`src/rtl/vga_monitor_pkg.sv`:
```
// Shared XGA timing constants, the frame-total helper and the monitor FSM states.
package vga_monitor_pkg;
    localparam int XGA_H_ACTIVE        = 1024;
    localparam int XGA_H_FRONT         = 24;
    localparam int XGA_H_SYNC          = 136;
    localparam int XGA_H_BACK          = 160;
    localparam int XGA_V_ACTIVE        = 768;
    localparam int XGA_V_FRONT         = 3;
    localparam int XGA_V_SYNC          = 6;
    localparam int XGA_V_BACK          = 29;
    localparam int XGA_SYNC_ACTIVE_LOW = 1;

    typedef enum logic [1:0] {
        SEARCH  = 2'd0,
        ACQUIRE = 2'd1,
        LOCKED  = 2'd2
    } monitor_state_t;

    function automatic int calc_total(input int active, input int front,
                                      input int sync, input int back);
        return active + front + sync + back;
    endfunction
endpackage

```
`src/rtl/vga_edge_detect.sv`:
```
// Registers one sync input as active-high and flags its assert/deassert edges.
module vga_edge_detect
    import vga_monitor_pkg::*;
#(
    parameter int SYNC_ACTIVE_LOW = XGA_SYNC_ACTIVE_LOW
) (
    input  logic clk,
    input  logic rst,
    input  logic sync_in,
    output logic assert_pulse,
    output logic deassert_pulse
);
    localparam logic POL = (SYNC_ACTIVE_LOW != 0);

    logic level_reg;
    logic prev_reg;

    always_ff @(posedge clk) begin
        if (rst) begin
            level_reg <= 1'b0;
            prev_reg  <= 1'b0;
        end else begin
            level_reg <= sync_in ^ POL;
            prev_reg  <= level_reg;
        end
    end

    assign assert_pulse   = level_reg & ~prev_reg;
    assign deassert_pulse = ~level_reg & prev_reg;
endmodule

```
`src/rtl/vga_monitor.sv`:
```
// Receive-side VGA monitor: recovers beam position, verifies sync timing, signs frames.
// Define VGA_MONITOR_SIGNATURE_EN to build the frame signature accumulator.
module vga_monitor
    import vga_monitor_pkg::*;
#(
    parameter int H_ACTIVE        = XGA_H_ACTIVE,
    parameter int H_FRONT         = XGA_H_FRONT,
    parameter int H_SYNC          = XGA_H_SYNC,
    parameter int H_BACK          = XGA_H_BACK,
    parameter int V_ACTIVE        = XGA_V_ACTIVE,
    parameter int V_FRONT         = XGA_V_FRONT,
    parameter int V_SYNC          = XGA_V_SYNC,
    parameter int V_BACK          = XGA_V_BACK,
    parameter int SYNC_ACTIVE_LOW = XGA_SYNC_ACTIVE_LOW
) (
    input  logic        clk,
    input  logic        rst,
    input  logic        vga_hs,
    input  logic        vga_vs,
    input  logic [3:0]  vga_r,
    input  logic [3:0]  vga_g,
    input  logic [3:0]  vga_b,
    output logic        pix_valid,
    output logic [10:0] pix_x,
    output logic [9:0]  pix_y,
    output logic [11:0] pix_rgb,
    output logic        frame_start,
    output logic        locked,
    output logic        line_err,
    output logic [15:0] frame_sum,
    output logic        frame_done
);
    localparam logic [11:0] H_TOTAL_C = 12'(calc_total(H_ACTIVE, H_FRONT, H_SYNC, H_BACK));
    localparam logic [11:0] H_LAST    = H_TOTAL_C - 12'd1;
    localparam logic [11:0] H_SYNC_C  = 12'(H_SYNC);
    localparam logic [11:0] H_START   = 12'(H_SYNC + H_BACK);
    localparam logic [11:0] H_END     = 12'(H_SYNC + H_BACK + H_ACTIVE);
    localparam logic [10:0] V_TOTAL_C = 11'(calc_total(V_ACTIVE, V_FRONT, V_SYNC, V_BACK));
    localparam logic [10:0] V_LAST    = V_TOTAL_C - 11'd1;
    localparam logic [10:0] V_SYNC_C  = 11'(V_SYNC);
    localparam logic [10:0] V_START   = 11'(V_SYNC + V_BACK);
    localparam logic [10:0] V_END     = 11'(V_SYNC + V_BACK + V_ACTIVE);

    // Bit 0 carries HS, bit 1 carries VS.
    logic [1:0] sync_raw;
    logic [1:0] sync_rise;
    logic [1:0] sync_fall;

    assign sync_raw = {vga_vs, vga_hs};

    generate
        for (genvar gi = 0; gi < 2; gi++) begin : g_sync
            vga_edge_detect #(
                .SYNC_ACTIVE_LOW(SYNC_ACTIVE_LOW)
            ) u_edge (
                .clk           (clk),
                .rst           (rst),
                .sync_in       (sync_raw[gi]),
                .assert_pulse  (sync_rise[gi]),
                .deassert_pulse(sync_fall[gi])
            );
        end
    endgenerate

    logic hs_rise, hs_fall, vs_rise, vs_fall;
    assign hs_rise = sync_rise[0];
    assign hs_fall = sync_fall[0];
    assign vs_rise = sync_rise[1];
    assign vs_fall = sync_fall[1];

    logic [11:0]    rgb_s1_reg;
    logic [11:0]    rgb_s2_reg;
    logic [11:0]    h_cnt_reg, h_cnt_next;
    logic [10:0]    v_cnt_reg, v_cnt_next;
    monitor_state_t state_reg, state_next;
    logic           violation;
    logic           err_event;
    logic           done_event;
    logic           line_err_s2_reg;
    logic           vs_rise_s2_reg;
    logic           frame_done_s2_reg;

    always_comb begin
        h_cnt_next = h_cnt_reg;
        if (hs_rise) begin
            h_cnt_next = '0;
        end else if (h_cnt_reg != 12'hFFF) begin
            h_cnt_next = h_cnt_reg + 12'd1;
        end
        v_cnt_next = v_cnt_reg;
        if (vs_rise) begin
            v_cnt_next = '0;
        end else if (hs_rise && (v_cnt_reg != 11'h7FF)) begin
            v_cnt_next = v_cnt_reg + 11'd1;
        end
    end

    // Assert edges test the position of the last pixel before the edge; deassert
    // edges test the position of the pixel that first shows the sync released.
    assign violation = (hs_rise && (h_cnt_reg != H_LAST))
                    || (!hs_rise && (h_cnt_reg == H_LAST))
                    || (hs_fall && (h_cnt_next != H_SYNC_C))
                    || (vs_fall && (v_cnt_next != V_SYNC_C))
                    || (vs_rise && (v_cnt_reg != V_LAST));

    assign err_event  = violation && (state_reg != SEARCH);
    assign done_event = vs_rise && (state_reg == LOCKED) && !violation;

    always_comb begin
        state_next = state_reg;
        case (state_reg)
            SEARCH:  if (vs_rise) state_next = ACQUIRE;
            ACQUIRE: begin
                if (err_event) begin
                    state_next = SEARCH;
                end else if (vs_rise) begin
                    state_next = LOCKED;
                end
            end
            LOCKED:  if (err_event) state_next = SEARCH;
            default: state_next = SEARCH;
        endcase
    end

    always_ff @(posedge clk) begin
        if (rst) begin
            rgb_s1_reg        <= '0;
            rgb_s2_reg        <= '0;
            h_cnt_reg         <= '0;
            v_cnt_reg         <= '0;
            state_reg         <= SEARCH;
            line_err_s2_reg   <= 1'b0;
            vs_rise_s2_reg    <= 1'b0;
            frame_done_s2_reg <= 1'b0;
        end else begin
            rgb_s1_reg        <= {vga_r, vga_g, vga_b};
            rgb_s2_reg        <= rgb_s1_reg;
            h_cnt_reg         <= h_cnt_next;
            v_cnt_reg         <= v_cnt_next;
            state_reg         <= state_next;
            line_err_s2_reg   <= err_event;
            vs_rise_s2_reg    <= vs_rise;
            frame_done_s2_reg <= done_event;
        end
    end

    logic pixel_ok;
    assign pixel_ok = (h_cnt_reg >= H_START) && (h_cnt_reg < H_END)
                   && (v_cnt_reg >= V_START) && (v_cnt_reg < V_END)
                   && (state_reg != SEARCH);

    logic        pix_valid_reg;
    logic [10:0] pix_x_reg;
    logic [9:0]  pix_y_reg;
    logic [11:0] pix_rgb_reg;
    logic        frame_start_reg;
    logic        locked_reg;
    logic        line_err_reg;
    logic        frame_done_reg;

    always_ff @(posedge clk) begin
        if (rst) begin
            pix_valid_reg   <= 1'b0;
            pix_x_reg       <= '0;
            pix_y_reg       <= '0;
            pix_rgb_reg     <= '0;
            frame_start_reg <= 1'b0;
            locked_reg      <= 1'b0;
            line_err_reg    <= 1'b0;
            frame_done_reg  <= 1'b0;
        end else begin
            pix_valid_reg   <= pixel_ok;
            pix_x_reg       <= pixel_ok ? 11'(h_cnt_reg - H_START) : '0;
            pix_y_reg       <= pixel_ok ? 10'(v_cnt_reg - V_START) : '0;
            pix_rgb_reg     <= pixel_ok ? rgb_s2_reg : '0;
            frame_start_reg <= vs_rise_s2_reg;
            locked_reg      <= (state_reg == LOCKED);
            line_err_reg    <= line_err_s2_reg;
            frame_done_reg  <= frame_done_s2_reg;
        end
    end

`ifdef VGA_MONITOR_SIGNATURE_EN
    logic [15:0] acc_reg;
    logic [15:0] frame_sum_reg;

    // The snapshot takes the accumulator before the same-cycle clear.
    always_ff @(posedge clk) begin
        if (rst) begin
            acc_reg       <= '0;
            frame_sum_reg <= '0;
        end else begin
            if (vs_rise_s2_reg) begin
                acc_reg <= '0;
            end else if (pixel_ok) begin
                acc_reg <= {acc_reg[14:0], acc_reg[15]} ^ {4'h0, rgb_s2_reg};
            end
            if (frame_done_s2_reg) begin
                frame_sum_reg <= acc_reg;
            end
        end
    end

    assign frame_sum = frame_sum_reg;
`else
    assign frame_sum = '0;
`endif

    assign pix_valid   = pix_valid_reg;
    assign pix_x       = pix_x_reg;
    assign pix_y       = pix_y_reg;
    assign pix_rgb     = pix_rgb_reg;
    assign frame_start = frame_start_reg;
    assign locked      = locked_reg;
    assign line_err    = line_err_reg;
    assign frame_done  = frame_done_reg;
endmodule

```
`config.mk`:
```
export PLATFORM = sky130hd
export DESIGN_NAME = vga_monitor
export DESIGN_NICKNAME = d
export VERILOG_FILES = /design/src/rtl/vga_monitor_pkg.sv /design/src/rtl/vga_edge_detect.sv /design/src/rtl/vga_monitor.sv
export SDC_FILE = /design/constraint.sdc
export NUM_CORES = 1
export LEC_CHECK = 0
export ABC_AREA = 1
export BUFFER_PORTS_ARGS = -buffer_cell sky130_fd_sc_hd__buf_2
export CORE_ASPECT_RATIO = 1.4
export CORE_MARGIN = 2
export CORE_UTILIZATION = 45
export CTS_BUF_LIST = sky130_fd_sc_hd__clkbuf_8
export DETAILED_ROUTE_END_ITERATION = 8
export GPL_ROUTABILITY_DRIVEN = 0
export HOLD_SLACK_MARGIN = 0.02
export PLACE_DENSITY = 0.74
export SETUP_SLACK_MARGIN = 0.2
export SLEW_MARGIN = 30
export SYNTH_ARGS = -nofsm -noshare
export SYNTH_HDL_FRONTEND = slang
export SYNTH_SLANG_ARGS = --single-unit
```
`constraint.sdc`:
```
create_clock -name clk -period 3.7 [get_ports clk]
set_input_delay 0.555 -clock clk [delete_from_list [all_inputs] [get_ports clk]]
set_output_delay 0.555 -clock clk [all_outputs]
set_load 0.02 [all_outputs]
```
# Word-level counts from Yosys, hierarchy flattened
# Index checks and enable logic that the tools add are counted.
# classes
n_addsub,4
n_lt_le_gt_ge,4
eq_ne,12
muxes,9
bitwise_logic,11
n_reduce_logical,23
# ops
operator,count
12-bit 2-to-1 mux,2
11-bit 2-to-1 mux,2
1-bit logical AND,13
12-bit by 1-bit adder with 12-bit output (second input constant),1
12-bit by 11-bit equality test with 1-bit output (second input constant),1
12-bit by 9-bit greater-or-equal comparator with 1-bit output (second input constant),1
12-bit by 11-bit less-than comparator with 1-bit output (second input constant),1
12-bit by 11-bit inequality test with 1-bit output (second input constant),1
12-bit inequality test (second input constant),1
12-bit by 8-bit inequality test with 1-bit output (second input constant),1
11-bit by 1-bit adder with 11-bit output (second input constant),1
11-bit by 6-bit greater-or-equal comparator with 1-bit output (second input constant),1
11-bit by 10-bit less-than comparator with 1-bit output (second input constant),1
11-bit by 10-bit inequality test with 1-bit output (second input constant),1
11-bit inequality test (second input constant),1
11-bit by 3-bit inequality test with 1-bit output (second input constant),1
11-bit by 9-bit subtractor with 11-bit output (second input constant),1
10-bit by 6-bit subtractor with 10-bit output (second input constant),1
2-bit 2-to-1 mux,4
1-bit NOT,7
2-bit one-hot mux with 3 select lines,1
1-bit bitwise AND,4
1-bit logical OR,4
2-bit inequality test (second input constant),2
8 further kinds,9
# word_totals
regBits,94
in_bits,16
wordCells,83

# Depth between registers and ports, before layout
# depth
word_depth,12
ltp_mapped,16

# Modules after synthesis
# Synthesis repeated with hierarchy kept, for this count alone.
# unflattened
hier_cells,539
hier_area_um2,3927.5
# by_module_without_submodules
module,n_inst,cells_per_inst,area_per_inst_um2,seq_area_each_um2
vga_monitor,1,523,3802.4,1801.7
vga_edge_detect,2,8,62.6,40.0

# Least setup slack after synthesis
# Ideal clock, no wire load.
# synth_timing
path_type,register to register
start,register v_cnt_reg[0]
end,register line_err_s2_reg
setup_ns,0.128
arrival_time_ns,1.707
slack_ns,1.865
stages_incl_launch_ff,16
path_buffers,1
path_cell_list,dfxtp_1 -> ha_1 -> nand2_1 -> nor2_2 -> nand3_2 -> buf_6 -> a21oi_2 -> nor2_1 -> nor2_2 -> nand2_1 -> nor2_1 -> nand2_1 -> nand2_1 -> nand2_2 -> nand2_1 -> nor2_1
# synth_between
elab_chain_cells,9
word_cells_on_any_way,12
cone_classes,add/sub: 1; eq/ne: 3; mux: 2; reduce/logical: 6
# synth_rtl
element,line_no,rtl
start: declaration,vga_monitor.sv:74,"logic [10:0] v_cnt_reg, v_cnt_next;"
start signal: assignment,vga_monitor.sv:139,v_cnt_reg <= v_cnt_next;
"parallel branches: the longest is 7 deep, another holds 11-bit by 1-bit adder with 11-bit output",n/a,
1-bit logical OR *,vga_monitor.sv:104,|| (vs_rise && (v_cnt_reg != V_LAST));
1-bit logical AND *,vga_monitor.sv:106,assign err_event = violation && (state_reg != SEARCH);
end signal: assignment,vga_monitor.sv:141,line_err_s2_reg <= err_event;
end: declaration,vga_monitor.sv:79,logic line_err_s2_reg;
# Mark *: on every way between the ends.
# A chain may end at the register's enable or synchronous reset.

# Worst setup path in the final report
# Ends and elaborated chain as after synthesis.

==> results.json <==
{
  "detail_route.first_pass.iterations": 4,
  "leakagePower_nw": 2.16,
  "critPathCaptureType": "register",
  "worst_slew_pin_slew_ps": 582,
  "cts_tree": "done",
  "grt_pass1_vias": 3018,
  "arrival_ps": 2540,
  "dr_total_vias": 3220,
  "post_cts_buffers": 0,
  "ys_ff_latch": 94,
  "crit_path_end": "line_err_s2_reg$_SDFF_PP0_",
  "finalCritPeriodShare": 0.619,
  "final_common_cell": "nor2_1",
  "grt_pass1_wl_um": 12800,
  "hold_violations": 0,
  "rows": 40,
  "setup_viol": 0,
  "antenna_cells": 0,
  "power.total_w": 0.00186,
  "die_h_um": 115,
  "drtAntennaViolNets": 0,
  "max_freq_ghz": 0.437,
  "synthTopCellsByArea": "dfxtp_1, nor2_1, nand2_1",
  "power_density_nw_per_um2": 424,
  "syn_area_per_cell_um2": 7.52,
  "io_buffers": 53,
  "clock-sinks": 94,
  "maxCapViolations": 0,
  "synthDominantCellAreaShare": 0.479,
  "path_max_fanout": 14,
  "ys_types": 35,
  "io_pins": 70,
  "rr_worst_depth": 16,
  "worst_ep_required_time_ps": 3950,
  "final_nets": 593,
  "h-tree-depth": 3,
  "outcome": "complete, no violations",
  "grt_setup_unrepaired": "false",
  "cts.hold.buffers_added": 0,
  "r2r_start": "v_cnt_reg[0]$_SDFF_PP0_",
  "hold_path.class": "input pin to register",
  "clock_path_buffers": 2,
  "layout_common_cells": "nor2_1, dfxtp_1, nand2_1",
  "setup_tns_ps": 0,
  "die_area_um2": 9500,
  "final_layout_size_suffix_gt1_frac": 0.163,
  "root_buffer": "clkbuf_8",
  "post_cts_resized": 0,
  "post-dp-hpwl_um": 5650,
  "grt_use_total": 0.168,
  "vdd_ir_drop_max_mv": 0.313,
  "antenna_found_initial": 0,
  "vias_per_cell": 4.73,
  "netlist_area_um2": 3930,
  "start_kind": "register",
  "core_area_um2": 8510,
  "synth_top_area_cell": "dfxtp_1",
  "seq_area_frac_synth": 0.479,
  "gr-total-overflow": 0,
  "numCtsBuffers": 9,
  "r2r-end": "line_err_s2_reg$_SDFF_PP0_",
  "slew_headroom": 0.612,
  "drcViolationCount": 0,
  "slew_viol_final": 0,
  "path_clk_slew_ps": 90,
  "first_iter_violations": 151,
  "holdCritStartpoint": "vga_vs",
  "area_growth_pct": 11.7,
  "grt_start_max_net_pins": 34,
  "routed_wl_um": 7700,
  "yosysWarnings": 0,
  "crit_type": "register to register",
  "skew_ps": 11.5,
  "r2r_slack_ps": 1410,
  "fillCellCount": 855,
  "netlist_instances": 522,
  "start_util": 0.461,
  "wl_per_cell_um": 11.3,
  "die_x_um": 82.9,
  "critPathLaunch": "v_cnt_reg[0]$_SDFF_PP0_",
  "worstSkewPairLatency_ps": 380,
  "period_needed_ps": 2290
}
[critical path: stages (launching register included)]
cell and delay (ps):
dfxtp_1 450, ha_1 270, nand2_1 100, nor2_2 120, nand3_2 240, nand2_1 200, inv_2 50, nor2_1 130
nor2_1 50, nor2_1 80, nand2_1 60, nor2_1 90, nand2_1 60, nand2_1 70, nand2_2 80, nand2_1 70
nor2_1 40
[where the power goes]
| part | total (W) | switching (W) | internal, W |
|---|---|---|---|
| clock | 0.000721 | 0.000392 | 0.000329 |
| combinational | 0.0000953 | 0.0000677 | 0.0000276 |
| sequential | 0.00104 | 0.0000107 | 0.00103 |
[layer usage]
layer	GRT usage	share of wire	vias to the layer above
li1	-	-	1658
met1	0.170	0.39	1464
met2	0.313	0.54	73
met3	0.0303	0.035	25
met4	0.110	0.037	0
met5	0	0	-
[synthesized netlist by cell type (all sizes together)]
library cell	count
nand3b	1
nor2	122
nor4	1
a31oi	1
nand4	11
nand3	41
o31ai	1
nor3	10
o21ai	9
a211oi	2
nor3b	1
dfxtp	94
xor2	6
conb	1
a2111oi	1
buf	27
clkbuf	5
inv	82
o21bai	1
nand2	83
ha	6
or2	2
o211ai	1
a21oi	13
[kinds of logic after synthesis]
kind of cell / Yosys count / share of synthesized area
simple gates: 272 / 0.304
buf+inv: 114 / 0.134
flops: 94 / 0.479
compound gates: 29 / 0.0491
xor+xnor: 6 / 0.0134
fa+ha+maj: 6 / 0.0191
other cells: 1 / 0.000955
[per-stage QoR]
step / worst slack, ps / instance area [um2] / hold WS (ps) / instances / utilization
final: 1410 / 4380 / 323 / 681 / 0.515
after global routing: 1080 / 4380 / 336 / 681 / 0.515
after CTS: 1430 / 4380 / 312 / 681 / 0.515
after detailed placement: 1440 / 4170 / 394 / 665 / 0.490
after global placement: 1520 / 4170 / 390 / 665 / 0.490
after floorplan: 1870 / 3990 / 388 / 538 / -
[final cells by class]
cell class	count	area, um2	share of cell area
flip-flops and latches	94	1880	0.429
well taps	105	131	0.0300
clock inverters	7	86.3	0.0197
clock buffers	9	124	0.0283
multi-input cells	330	1580	0.360
repair buffers	54	273	0.0622
inverters	82	308	0.0702
[worst min-delay path by stage]
| stage | endpoint | depth (start not counted) |
|---|---|---|
| floorplan | frame_done$_SDFF_PP0_ | 2 |
| finish | g_sync[1].u_edge.level_reg$_SDFF_PP0_ | 2 |
| detailed placement | frame_done$_SDFF_PP0_ | 2 |
| global placement | rgb_s2_reg[7]$_SDFF_PP0_ | 2 |
| global route | g_sync[0].u_edge.level_reg$_SDFF_PP0_ | 2 |
| CTS | g_sync[1].u_edge.level_reg$_SDFF_PP0_ | 2 |
Note: power is estimated with default switching activity, not from simulation.
